**src/rtl/fx2_arb_pkg.sv**
```systemverilog
// Shared state encoding and defaults for the FX2 two-channel stream arbiter.
package fx2_arb_pkg;

  typedef enum logic [2:0] {
    ST_IDLE   = 3'd0,
    ST_SETUP  = 3'd1,
    ST_WRITE  = 3'd2,
    ST_COMMIT = 3'd3,
    ST_GAP    = 3'd4
  } fx2_arb_state_e;

  localparam logic [1:0] FADDR_EP6         = 2'b10;
  localparam logic [1:0] FADDR_EP8         = 2'b11;
  localparam int         PKT_WORDS_DEFAULT = 256;

endpackage

```
**src/rtl/fx2_rr_grant.sv**
```systemverilog
// Two-requester round-robin decision; the last-served register is updated by the owner FSM.
module fx2_rr_grant (
  input  logic clk_out_0,
  input  logic reset_n,
  input  logic req_a_i,
  input  logic req_b_i,
  input  logic update_i,
  input  logic served_b_i,
  output logic pick_b_o
);

  // Resets to "B served last" so that A wins the first contested decision.
  logic last_b_q;

  always_ff @(posedge clk_out_0 or negedge reset_n) begin
    if (!reset_n) begin
      last_b_q <= 1'b1;
    end else if (update_i) begin
      last_b_q <= served_b_i;
    end
  end

  always_comb begin
    pick_b_o = 1'b0;
    if (req_a_i && req_b_i) begin
      pick_b_o = !last_b_q;
    end else if (req_b_i) begin
      pick_b_o = 1'b1;
    end
  end

endmodule

```
**src/rtl/fx2_stream_arbiter.sv**
```systemverilog
// Arbitrates two 16-bit word streams onto an FX2 slave FIFO in PKT_WORDS-word packets.
// Optional short-packet commit via pkt_end is enabled by defining FX2_ARB_PKTEND_EN.
module fx2_stream_arbiter
  import fx2_arb_pkg::*;
#(
  parameter int         PKT_WORDS = PKT_WORDS_DEFAULT,
  parameter logic [1:0] FADDR_A   = FADDR_EP6,
  parameter logic [1:0] FADDR_B   = FADDR_EP8
) (
  input  logic           clk_out_0,
  input  logic           reset_n,
  input  logic           a_valid,
  input  logic           a_last,
  input  logic [15:0]    a_data,
  output logic           a_ready,
  input  logic           b_valid,
  input  logic           b_last,
  input  logic [15:0]    b_data,
  output logic           b_ready,
  input  logic           flag_full_n,
  output logic [15:0]    fdata,
  output logic [1:0]     faddr,
  output logic           slwr,
  output logic           slrd,
  output logic           sloe,
  output logic           pkt_end,
  output logic           grant,
  output logic           busy,
  output fx2_arb_state_e dbg_state_o
);

  localparam int             CW       = (PKT_WORDS > 1) ? $clog2(PKT_WORDS) : 1;
  localparam logic [CW-1:0]  CNT_LAST = CW'(PKT_WORDS - 1);

  fx2_arb_state_e state_q, state_d;
  logic [CW-1:0]  cnt_q, cnt_d;
  logic           grant_q, grant_d;
  logic [1:0]     faddr_q, faddr_d;
  logic [15:0]    fdata_q, fdata_d;
  logic           slwr_q, slwr_d;
  logic           sel_valid;
  logic [15:0]    sel_data;
  logic           accept;
  logic           rr_pick_b;
  logic           rr_update;

  fx2_rr_grant u_rr (
    .clk_out_0  (clk_out_0),
    .reset_n    (reset_n),
    .req_a_i    (a_valid),
    .req_b_i    (b_valid),
    .update_i   (rr_update),
    .served_b_i (grant_q),
    .pick_b_o   (rr_pick_b)
  );

  // Handshake: a word moves on the rising edge where valid && ready. Ready is
  // combinational (granted valid & flag_full_n, WRITE only); the source must hold
  // data/last stable while valid is high and not yet accepted.
  always_comb begin
    sel_valid = grant_q ? b_valid : a_valid;
    sel_data  = grant_q ? b_data  : a_data;
    accept    = (state_q == ST_WRITE) && sel_valid && flag_full_n;
    a_ready   = accept && !grant_q;
    b_ready   = accept && grant_q;
  end

`ifdef FX2_ARB_PKTEND_EN
  logic sel_last;
  logic pkt_end_q, pkt_end_d;
  assign sel_last = grant_q ? b_last : a_last;
  assign pkt_end  = pkt_end_q;
`else
  logic unused_last;
  assign unused_last = a_last | b_last;
  assign pkt_end     = 1'b1;
`endif

  always_comb begin
    state_d   = state_q;
    cnt_d     = cnt_q;
    grant_d   = grant_q;
    faddr_d   = faddr_q;
    fdata_d   = fdata_q;
    slwr_d    = 1'b1;
    rr_update = 1'b0;
`ifdef FX2_ARB_PKTEND_EN
    pkt_end_d = 1'b1;
`endif
    case (state_q)
      ST_IDLE: begin
        if (a_valid || b_valid) begin
          grant_d = rr_pick_b;
          faddr_d = rr_pick_b ? FADDR_B : FADDR_A;
          state_d = ST_SETUP;
        end
      end
      ST_SETUP: state_d = ST_WRITE;
      ST_WRITE: begin
        if (accept) begin
          fdata_d = sel_data;
          slwr_d  = 1'b0;
          if (cnt_q == CNT_LAST) begin
            cnt_d   = '0;
            state_d = ST_GAP;
          end
`ifdef FX2_ARB_PKTEND_EN
          else if (sel_last) begin
            cnt_d   = '0;
            state_d = ST_COMMIT;
          end
`endif
          else begin
            cnt_d = cnt_q + CW'(1);
          end
        end
      end
      // Registered pulse lands on the cycle after the final slwr low.
      ST_COMMIT: begin
`ifdef FX2_ARB_PKTEND_EN
        pkt_end_d = 1'b0;
`endif
        state_d = ST_GAP;
      end
      ST_GAP: begin
        rr_update = 1'b1;
        state_d   = ST_IDLE;
      end
      default: state_d = ST_IDLE;
    endcase
  end

  always_ff @(posedge clk_out_0 or negedge reset_n) begin
    if (!reset_n) begin
      state_q <= ST_IDLE;
      cnt_q   <= '0;
      grant_q <= 1'b0;
      faddr_q <= FADDR_A;
      fdata_q <= 16'h0000;
      slwr_q  <= 1'b1;
    end else begin
      state_q <= state_d;
      cnt_q   <= cnt_d;
      grant_q <= grant_d;
      faddr_q <= faddr_d;
      fdata_q <= fdata_d;
      slwr_q  <= slwr_d;
    end
  end

`ifdef FX2_ARB_PKTEND_EN
  always_ff @(posedge clk_out_0 or negedge reset_n) begin
    if (!reset_n) begin
      pkt_end_q <= 1'b1;
    end else begin
      pkt_end_q <= pkt_end_d;
    end
  end
`endif

  assign fdata       = fdata_q;
  assign faddr       = faddr_q;
  assign slwr        = slwr_q;
  assign slrd        = 1'b1;
  assign sloe        = 1'b1;
  assign grant       = grant_q;
  assign busy        = (state_q != ST_IDLE);
  assign dbg_state_o = state_q;

endmodule

```
**config.mk**
```make
export PLATFORM = sky130hd
export DESIGN_NAME = fx2_stream_arbiter
export DESIGN_NICKNAME = d
export VERILOG_FILES = /design/src/rtl/fx2_arb_pkg.sv /design/src/rtl/fx2_rr_grant.sv /design/src/rtl/fx2_stream_arbiter.sv
export SDC_FILE = /design/constraint.sdc
export NUM_CORES = 1
export LEC_CHECK = 0
export ABC_AREA = 1
export BUFFER_PORTS_ARGS = -buffer_cell sky130_fd_sc_hd__buf_2
export CAP_MARGIN = 30
export CORE_MARGIN = 1
export CORE_UTILIZATION = 50
export CTS_CLUSTER_SIZE = 12
export DETAILED_ROUTE_END_ITERATION = 12
export PLACE_DENSITY = 0.87
export SKIP_CTS_REPAIR_TIMING = 1
export SYNTH_ARGS = -nofsm -noshare
export SYNTH_HDL_FRONTEND = slang
export SYNTH_SLANG_ARGS = --single-unit
export TNS_END_PERCENT = 100
```
**constraint.sdc**
```tcl
create_clock -name clk_out_0 -period 3 [get_ports clk_out_0]
set_input_delay 0.45 -clock clk_out_0 [delete_from_list [all_inputs] [get_ports clk_out_0]]
set_output_delay 0.45 -clock clk_out_0 [all_outputs]
set_load 0.005 [all_outputs]
```
# Word-level counts from Yosys, hierarchy flattened
# Index checks and enable logic that the tools add are counted.
# totals
output_inout_bits	29
in_bits	39
register_bits	32
wordCells	42
# op_classes
n_reduce_logical	13
n_mux	13
eq_ne	8
n_addsub	1
# ops
cell	n
two-way mux 16 bit	1
case mux 3 bit (4 select lines)	1
two-way mux 3 bit	3
adder 8 x 1 -> 8 bit (second input constant)	1
equality test 8 bit (second input constant)	1
two-way mux 8 bit	1
two-way mux 1 bit	7
equality test 3 x 2 -> 1 bit (second input constant)	2
logical AND 1 bit	5
inequality test 2 bit (second input constant)	2
AND reduction 2 bit	2
equality test 3 x 1 -> 1 bit (second input constant)	1
equality test 3 bit (second input constant)	1
logical NOT 3 bit	1
AND reduction 3 bit	1
nonzero test 3 bit	1
logical NOT 1 bit	2
inequality test 2 x 1 -> 1 bit (second input constant)	1
logical OR 1 bit	1

# Logic depth before layout (Yosys ltp)
# depth
depth_word	5
mapped_depth	9
ltp_nobuf	8

# Modules after synthesis
# Synthesis repeated with hierarchy kept, for this count alone.
# unflattened
cells_unflattened	227
area_unflattened_um2	1644.1
# by_module_without_submodules
module	area_each_um2	seq_area_each_um2	cells_each	instances
fx2_stream_arbiter	1590.3	726.9	220	1
fx2_rr_grant	53.8	26.3	7	1

# Least setup slack after synthesis
# OpenSTA, ideal clock, no wires.
# synth_timing
kind	reg-to-output
startpoint	register grant_q, in the netlist grant
endpoint	output a_ready
stages_incl_launch_ff	8
t_arrival_ns	1.121
required_time_ns	2.550
setup_slack_ns	1.429
path_cell_list	dfrtp_1 buf_6 inv_2 nand2_1 nand2_2 nand3_1 buf_4 nor2_1
# synth_between
elab_chain_cells	4
elab_cells_between_ends	5
cone_classes	1 x mux; 4 x reduce/logical
# synth_lines
element	line	source
start: declaration	fx2_stream_arbiter.sv:37	logic grant_q, grant_d;
start signal: assignment	fx2_stream_arbiter.sv:144	grant_q <= grant_d;
two-way mux 1 bit	fx2_stream_arbiter.sv:61	sel_valid = grant_q ? b_valid : a_valid;
logical AND 1 bit (2 in a row)	fx2_stream_arbiter.sv:63	accept = (state_q == ST_WRITE) && sel_valid && flag_full_n;
logical AND 1 bit *	fx2_stream_arbiter.sv:64	a_ready = accept && !grant_q;
end: declaration	fx2_stream_arbiter.sv:15	output logic a_ready,
# Every way passes the cells marked *; elsewhere a longest branch is shown, timed or not.

# Worst setup path after layout
# layout_timing
startpoint	register grant_q, in the netlist grant
endpoint	output b_ready
# layout_between
elab_chain_cells	4
# layout_lines
element	line	source
two-way mux 1 bit	fx2_stream_arbiter.sv:61	
logical AND 1 bit (2 in a row)	fx2_stream_arbiter.sv:63	
logical AND 1 bit *	fx2_stream_arbiter.sv:65	b_ready = accept && grant_q;
end: declaration	fx2_stream_arbiter.sv:19	output logic b_ready,
# Marks and branches as above.

==> results.md <==
* Status: complete, no violations
* Die width at between 50 and 60 um
* Synth Instances at around 230
* Period Utilization, post-route at a little under three quarters
* Max Freq at between 400 and 500 MHz
* YS warnings at 0
* Post-route ant nets at 0
* CP Max Fanout at 24
* IO Port Bufs at 61
* Clk root buf: clkbuf_4
* CTS sink count at 30
* TritonCTS buffer count at 5
* Final WL at between 3000 and 4000 um
* CTS tree: yes
* Synthesized area at 1620 um2
* Worst slack, placed at 1.21 ns
* Vias per inst at ~4.7
* Setup violators final at 0
* RSZ-0062 raised after global routing: no
* Sequential cell area fraction in the yosys report at a little under half
* Dpl hpwl at roughly 2400 um
* Clk slew on worst S/H paths at ~0.09 ns
* Most common cell after layout, fill and taps aside: nand2_1
* Cell area power density at 831 nW/um2
* Layout net count at around 330
* Total grt overflow at 0
* Setup TNS at 0 ns
* I/O pin total at 68
* Die height at ~60 um
* Die area at 3480 um2
* RD Place Congestion at 0.822
* Largest net degree at the start of global routing at 31
* CP arrival at between 1.5 and 2 ns
* Commonest cells after routing, fill and taps aside: 128 x nand2_1, 61 x buf_2, 28 x dfrtp_1
* Setup CP Type: flip-flop to output port
* Initial core utilization at a little over half
* Pleak at between 0.001 and 0.0015 uW
* Max Cap Viol at 0
* Via count at 1548
* H-tree depth at 2
* Min-Delay Path Class: input pin to async pin
* Synth unique cells at 24
* Initial antenna violation count at 0
* # DRC at 0
* Cell types occupying the most area after synthesis: dfrtp_1 43%, nand2_1 30%, dfstp_2 3.2%
* Worst Setup End Kind: output port
* Seq cells post-synth at 30
* Gr usage total at roughly 22%
* Post-synth top area share at 43.2%
* Clock Latency Late Sink at 0.33 ns
* Yosys top cell by area: dfrtp_1
* Slew margin rel. at a little under three fifths
* First-pass GRT wire length at ~5600 um
* Fillers at approximately 300
* First-pass DRT Iterations at 4
* Worst Setup Start Kind: flip-flop
* CP required at ~2.6 ns
* Synthesized area per cell at 7.21 um2
* Initial DRC count at 40
* Wirelength per Cell at approximately 9.8 um
* Final Critical Period at 2.16 ns
* CORE AREA at between 3000 and 4000 um2
* Peak VDD IR at about 0.5 mV
* Clk_skew at between 0.003 and 0.004 ns
* Worst setup margin at about 0.84 ns
* Fin. max-slew vios at 0
* Clock Path Buffers at 2
* Fin. Hold Viols at 0
* Row count at 20
* Vias in the first global route at 1326
* Worst-Margin Slew at 0.650 ns
* Synth-to-layout area growth at 21.5%
* Share of cells above drive strength 1 at ~28%
* Diode count at 0
-- cell families (layout without fill, tap and decap cells) --
kind of cell / count (synthesis) / after routing / share of synthesized area [%]
XOR/XNOR: 1 / 1 / 0.540
adder cells (fa/ha/maj): 1 / 1 / 0.771
flip-flops: 30 / 30 / 46.5
buffers and inverters: 25 / 83 / 8.80
AO/OA/AOI/OAI: 9 / 9 / 3.01
other: 1 / 4 / 0.231
AND/OR/NAND/NOR: 158 / 158 / 40.2
-- cell usage after synthesis --
cell type,n
conb_1,1
a21oi_1,3
nand2_2,3
nand3_1,9
buf_6,3
o21bai_1,1
a31oi_1,1
o21ai_0,4
ha_1,1
buf_4,6
inv_1,9
dfrtp_1,28
nor2_8,1
nor2_1,10
dfstp_2,2
nand3b_1,2
buf_2,3
nor3_1,1
clkbuf_1,1
xnor2_1,1
nand2_1,128
inv_2,3
nor2_4,1
nand4_1,3
-- worst max-delay path, cell delays in order, from the launching register on --
cell,delay [ns]
dfrtp_1,0.40
inv_2,0.26
nand2_1,0.11
nand2_2,0.09
nand3_1,0.07
buf_4,0.23
nor2_1,0.11
buf_2,0.12
-- where the power goes --
group	switching, uW	internal (uW)
registers	112	566
clock network	137	113
logic	424	286
-- routing by layer --
layer  vias up  GRT usage [%]  routed length, um  part of all wire (%)
met5         -              0                  0                     0
met4         0           5.10                 17                  0.52
met3         4           6.59                187                   5.8
met2        46           34.1               1550                    48
met1       699           29.5               1500                    46
li1        799              -                  -                     -
-- registers in the layout, summed over array words and instances, names as in the netlist --
name and flops:
fdata 16, cnt_q 8, dbg_state_o 3, grant 1
slwr 1, u_rr.last_b_q 1
-- metrics by stage --
step           util, %  hold WS, ns  instance area [um2]  power [uW]  cells
2_1_floorplan        -        0.154                 1630        1180    228
3_3_place_gp      62.6        0.460                 1910        1380    322
3_5_place_dp      62.6        0.464                 1910        1400    322
4_1_cts           64.5        0.144                 1970        1660    330
5_1_grt           64.5        0.175                 1970        1800    330
6_report          64.5        0.136                 1970        1640    330
-- final cells by class --
type                       count  area, um2  share of cell area (%)
clock buffer                   7       55.1                    2.79
clock inverter                 1       5.00                   0.254
inverter                      12       45.0                    2.29
multi-input combinational    173        737                    37.4
sequential                    30        753                    38.2
tap                           44       55.1                    2.79
timing repair buffer          63        320                    16.3
-- worst paths after layout --
path / startpoint / endpoint / slack (ns) / depth (start not counted)
setup / recovery: grant$_DFFE_PN0P_ / b_ready / 0.84 / 7
hold / removal: reset_n / fdata[12]$_DFFE_PN0P_ / 0.14 / 1
setup reg to reg: grant$_DFFE_PN0P_ / cnt_q[4]$_DFFE_PN0P_ / 1.45 / 8
hold reg to reg: fdata[14]$_DFFE_PN0P_ / fdata[14]$_DFFE_PN0P_ / 0.48 / 2
max in group asynchronous: reset_n / fdata[8]$_DFFE_PN0P_ / 2.44 / 1
min in group clk_out_0: a_valid / dbg_state_o[0]$_DFFE_PN0P_ / 0.40 / 3
No activity file was read; power rests on OpenSTA's default activity.
